$ cat config.mk
export PLATFORM = sky130hd
export DESIGN_NAME = uart_tx_frame
export DESIGN_NICKNAME = d
export VERILOG_FILES = /design/src/rtl/uart_tx_frame.sv
export SDC_FILE = /design/constraint.sdc
export NUM_CORES = 1
export LEC_CHECK = 0
export ABC_AREA = 1
export CORE_MARGIN = 5
export CORE_UTILIZATION = 40
export DETAILED_ROUTE_END_ITERATION = 8
export SLEW_MARGIN = 20
export SYNTH_ARGS = -nofsm -noshare
export SYNTH_HDL_FRONTEND = slang
export SYNTH_SLANG_ARGS = --single-unit
export TNS_END_PERCENT = 20
$ cat constraint.sdc
create_clock -name clock -period 4.55 [get_ports clock]
set_input_delay 1.365 -clock clock [delete_from_list [all_inputs] [get_ports clock]]
set_output_delay 1.365 -clock clock [all_outputs]
set_load 0.1 [all_outputs]
$ cat src/rtl/uart_tx_frame.sv
// rtl/uart_tx_frame.sv - UART transmit frame sequencer: start bit, LSB-first data, stop bits.
module uart_tx_frame #(
  parameter int ClockFrequency = 1000000,
  parameter int BaudRate       = 9600,
  parameter int DataBits       = 8,
  parameter int StopBits       = 1
) (
  input  logic                clock,
  input  logic                reset,
  input  logic [DataBits-1:0] data,
  input  logic                valid,
  output logic                ready,
  output logic                busy,
  output logic                done,
  output logic                tx
);

  localparam int BitCycles  = ClockFrequency / BaudRate;
  localparam int StopCycles = BitCycles * StopBits;
  localparam int CntWidth   = (StopCycles > 2) ? $clog2(StopCycles) : 1;
  localparam int IdxWidth   = $clog2(DataBits);

  localparam logic [CntWidth-1:0] BitLast  = CntWidth'(BitCycles - 1);
  localparam logic [CntWidth-1:0] StopLast = CntWidth'(StopCycles - 1);
  localparam logic [IdxWidth-1:0] IdxLast  = IdxWidth'(DataBits - 1);

  typedef enum logic [1:0] {
    IDLE,
    START,
    DATA,
    STOP
  } state_t;

  state_t              state;
  logic [CntWidth-1:0] cnt;
  logic [IdxWidth-1:0] bit_idx;
  logic [DataBits-1:0] shreg;

  // The stop phase runs as one long count so the counter only restarts at frame end.
  always_ff @(posedge clock or negedge reset) begin
    if (!reset) begin
      state   <= IDLE;
      tx      <= 1'b1;
      ready   <= 1'b1;
      busy    <= 1'b0;
      done    <= 1'b0;
      cnt     <= '0;
      bit_idx <= '0;
      shreg   <= '0;
    end else begin
      done <= 1'b0;
      case (state)
        IDLE: begin
          if (valid) begin
            shreg   <= data;
            tx      <= 1'b0;
            cnt     <= '0;
            bit_idx <= '0;
            ready   <= 1'b0;
            busy    <= 1'b1;
            state   <= START;
          end
        end
        START: begin
          if (cnt == BitLast) begin
            cnt   <= '0;
            tx    <= shreg[0];
            shreg <= shreg >> 1;
            state <= DATA;
          end else begin
            cnt <= cnt + 1'b1;
          end
        end
        DATA: begin
          if (cnt == BitLast) begin
            cnt <= '0;
            if (bit_idx == IdxLast) begin
              tx    <= 1'b1;
              state <= STOP;
            end else begin
              bit_idx <= bit_idx + 1'b1;
              tx      <= shreg[0];
              shreg   <= shreg >> 1;
            end
          end else begin
            cnt <= cnt + 1'b1;
          end
        end
        STOP: begin
          if (cnt == StopLast) begin
            cnt   <= '0;
            ready <= 1'b1;
            busy  <= 1'b0;
            done  <= 1'b1;
            state <= IDLE;
          end else begin
            cnt <= cnt + 1'b1;
          end
        end
        default: begin
          tx    <= 1'b1;
          ready <= 1'b1;
          busy  <= 1'b0;
          cnt   <= '0;
          state <= IDLE;
        end
      endcase
    end
  end

endmodule

# --- Word-level counts from Yosys, hierarchy flattened ---
# Cells that the tools add are included.
totals:
  register_bits: 24
  latch_bits: 0
  mem_bits_rw: 0
  romBits: 0
  in_bits: 11
  wordCells: 61
  mem_count: 0
op_classes:
  add_sub_neg: 2
  multipliers: 0
  div: 0
  order_cmp: 0
  eq_ne: 11
  n_shift: 0
  mux: 30
  bitwise_logic: 0
  n_reduce_logical: 10
op_table:
  columns: ["op", "count"]
  rows:
  - ["8-bit 2-to-1 mux", 4]
  - ["8-bit case mux with 3 select lines", 1]
  - ["7-bit 2-to-1 mux", 2]
  - ["7-bit case mux with 2 select lines", 1]
  - ["2-bit inequality test, second input constant", 6]
  - ["2-bit 2-to-1 mux", 5]
  - ["5-bit AND reduction", 2]
  - ["1-bit 2-to-1 mux", 9]
  - ["3-bit 2-to-1 mux", 3]
  - ["2-bit case mux with 4 select lines", 1]
  - ["4-bit AND reduction", 2]
  - ["7-bit by 1-bit adder with 7-bit output, second input constant", 1]
  - ["7-bit == test, second input constant", 1]
  - ["3-bit case mux with 2 select lines", 1]
  - ["2-bit == test, second input constant", 2]
  - ["1-bit case mux with 2 select lines", 2]
  - ["2-bit nonzero test", 2]
  - ["3-bit by 1-bit adder with 3-bit output, second input constant", 1]
  - ["3-bit == test, second input constant", 1]
  - ["1-bit case mux with 3 select lines", 1]
  - ["3-bit AND reduction", 1]
  - ["3-bit nonzero test", 1]
  - ["3-bit OR reduction", 1]
  - ["2-bit by 1-bit == test with 1-bit output, second input constant", 1]
  - ["2-bit zero test", 1]

# --- Longest topological paths before layout ---
depth:
  depth_word: 4
  depth_mapped: 9

# --- Worst setup path after synthesis ---
# Ideal clock, no wire load.
synth_timing:
  path_type: "register -> output"
  start: "register busy"
  end: "output busy"
  t_arrival_ns: 0.898
  t_required_ns: 3.185
  slack_ns: 2.287
  stages_incl_launch_ff: 1
  path_cell_list: "dfrtp_1"
synth_lines:
  columns: ["item", "line_no", "rtl"]
  rows:
  - ["from (decl)", "13", "output logic busy,"]
  - ["from (signal assigned)", "45", "busy <= 1'b0;"]
  - ["from (signal assigned)", "60", "busy <= 1'b1;"]
  - ["from (signal assigned)", "93", "busy <= 1'b0;"]
# No word-level cell between the ends.

# --- Worst setup path after layout ---
layout_timing:
  start: "register ready"
  end: "output ready"
layout_lines:
  columns: ["item", "line_no", "rtl"]
  rows:
  - ["from (decl)", "12", "output logic ready,"]
  - ["from (signal assigned)", "44", "ready <= 1'b1;"]
  - ["from (signal assigned)", "59", "ready <= 1'b0;"]
  - ["from (signal assigned)", "92", "ready <= 1'b1;"]
# No word-level cell between the ends.

==> impl_metrics.json <==
{
  "status": "finished clean",
  "worstHoldPathType": "reg2reg",
  "num_antenna_cells": 0,
  "yosysWarningCount": 0,
  "startpoint": "ready",
  "r2r-start": "state[0]",
  "power_density_mw_per_mm2": 694,
  "port_buffers": 14,
  "tightest_slew_ps": 969,
  "gp_congestion": 0.853,
  "synthArstFlopShare_pct": 100,
  "netlist_area_sq_mm": 0.00136,
  "ios": 15,
  "p_int_w": 0.000567,
  "synth_commonest_cells": "nand2_1 (30), dfrtp_1 (22), inv_1 (12)",
  "yosysTopAreaCell": "dfrtp_1",
  "path_clk_slew_ps": 130,
  "min_period_ps": 3360,
  "max_freq_ghz": 0.298,
  "avgRoutedWirePerCell_um": 12.2,
  "synth.area.mux_share_pct": 5.88,
  "path_delay_family": "buffers and inverters",
  "antenna_found_initial": 0,
  "p_sw_w": 0.000525,
  "drv_cap": 0,
  "synthToLayoutAreaGrowth_pct": 15.6,
  "crit_slowest_cell": "clkdlybuf4s50_1",
  "antenna_left": 0,
  "seqPwrFrac_pct": 31.7,
  "cp_num_buf_inv": 1,
  "hold_start": "tx",
  "cts_buffers": 3,
  "start_kind": "register",
  "die_x_um": 68.3,
  "final-setup-viol-count": 0,
  "stdcell_count": 206,
  "post_cts.repair.setup_buffers": 0,
  "hold_violations": 0,
  "drv_slew": 0,
  "criticalPathCategory": "reg2out",
  "synth_seq_cells": 24,
  "ys_types": 31,
  "synth.most_common_cell": "nand2_1",
  "clk_latency_ps": 320,
  "coreArea_sq_mm": 0.00331,
  "layout.nets": 180,
  "p_comb_share_pct": 58.1,
  "htreeDepth": 1,
  "r2r-end": "shreg[5]",
  "worst-r2r-cell-count": 8,
  "layout-drive-gt1-share_pct": 18.8,
  "worstPathRequired_ps": 3180,
  "clkPwrFrac_pct": 10.3,
  "synthTopCellsByArea": "dfrtp_1 (40%), nand2_1 (8.3%), ha_1 (7.4%)",
  "die-height_um": 68.3,
  "vias_per_cell": 4.87,
  "num_vias": 1003,
  "dp.cells": 202,
  "die_area_sq_mm": 0.00467,
  "wl_um": 2520,
  "crit_path_max_fanout": 2,
  "dr.pass1.iters": 4,
  "synth_top_cell_area_share_pct": 40.4,
  "cts_tree": "yes",
  "grt_usage_pct": 13.2,
  "hold_buffers": 0,
  "synth-xor-area-share_pct": 1.29,
  "slowest_delay_ps": 1120,
  "grt_max_degree": 25,
  "synth_top_family_by_area": "simple AND/OR/NAND/NOR gates",
  "avgSynthCellArea_sq_um": 9.45,
  "crit_chain": "clkdlybuf4s50_1",
  "grt_first_pass_wirelength_um": 4620,
  "hold_depth": 2,
  "hold-path-endpoint": "tx",
  "grt.overflow.total": 0,
  "critical_path_arrival_ps": 2000,
  "synth_edf_count": 0,
  "skew_ps": 3.86,
  "yosys.area_share.adder_pct": 7.35,
  "grt_pass1_vias": 1026,
  "synth_compound_area_share_pct": 11.2,
  "ctsResizeCount": 0,
  "syn-num-nets": 163,
  "rsz0062_at_grt": "false",
  "ys.flop_type": "dfrtp_1",
  "setup_tns_ps": 0,
  "drc": 0,
  "drt_iter0_markers": 12,
  "cp-end-kind": "output port",
  "fin_crit_sh_pct": 73.9,
  "yosys.area_share.simple_pct": 24.3,
  "reg2reg_setup_slack_ps": 2830,
  "swShare_pct": 48.1,
  "p_leak_nw": 0.737,
  "clock_sinks": 24,
  "dpl.hpwl_um": 1950,
  "seq_area_frac_synth_pct": 44.3,
  "peakVddDrop_v": 0.000332,
  "clockBufferDepth": 2,
  "num_rows": 21,
  "synthCells": 144,
  "start_util_pct": 41.1,
  "slew_headroom_pct": 35.2,
  "clk_root_buffer_cell": "clkbuf_4"
}
## metrics by stage
stage / instance area (sq um) / worst slack [ps] / utilization (%) / total power [W] / hold WS [ps]
6_report: 1570 / 1190 / 47.5 / 0.00109 / 476
5_1_grt: 1570 / 1120 / 47.5 / 0.00120 / 502
4_1_cts: 1580 / 1160 / 47.7 / 0.00111 / 483
3_5_place_dp: 1540 / 1550 / 46.6 / 0.000995 / 458
3_3_place_gp: 1540 / 1550 / 46.6 / 0.000979 / 454
2_1_floorplan: 1360 / 2290 / - / 0.000883 / 449
## layout by cell type, fill, tap and decap left out, types with 2 or more instances in the layout
master and instances:
mux2i_1 8, xor2_1 2, ha_1 8, nand3_4 2, nand4_1 6, clkdlybuf4s50_1 13, a21oi_1 4, dfrtp_1 22
nor2_1 7, o21ai_0 3, o21ai_2 9, dfstp_2 2, clkinv_1 2, o21ai_1 3, nor2_2 2, nand2_1 30
inv_1 12, clkbuf_4 3, nand3_1 5, nand2_2 4
## state kept, by name (all words and copies together) (netlist names)
name / count
cnt: 7
busy: 1
state: 2
done: 1
tx: 1
bit_idx: 3
ready: 1
shreg: 8
## worst max path at each step
stage	endpoint	slack [ps]	cells after the start
floorplan	busy	2290	0
global placement	tx	1550	1
detailed placement	ready	1550	1
CTS	tx	1160	1
global route	tx	1120	1
finish	ready	1190	1
## power by group through the flow
stage          Sequential, W  Combinational, W  Clock, W
6_report            0.000346          0.000634  0.000112
5_1_grt             0.000358          0.000708  0.000130
4_1_cts             0.000347          0.000646  0.000121
3_5_place_dp        0.000352          0.000642         0
3_3_place_gp        0.000348          0.000631         0
2_1_floorplan       0.000434          0.000449         0
## per-layer routing
layer	wire length (um)	vias up	GRT usage, %
met5	0	-	0
met4	56	0	6.70
met3	86	5	2.46
met2	1250	20	21.8
met1	1120	471	16.5
li1	-	507	-
## logic make-up after synthesis
family / after synthesis
adders and majority gates: 8
buffers and inverters: 18
AOI/OAI and AO/OA: 22
xor gates and xnor gates: 2
DFF: 24
and+or+nand+nor: 62
muxes: 8
## cell type report
| type | instances | area (sq um) |
|---|---|---|
| Clock buffer | 4 | 36.3 |
| Inverter | 16 | 61.3 |
| Multi-Input combinational cell | 102 | 681 |
| Fill cell | 357 | 1740 |
| Sequential cell | 24 | 603 |
| Timing Repair Buffer | 14 | 135 |
| Tap cell | 46 | 57.6 |
Note: power is estimated with default switching activity, not from simulation.
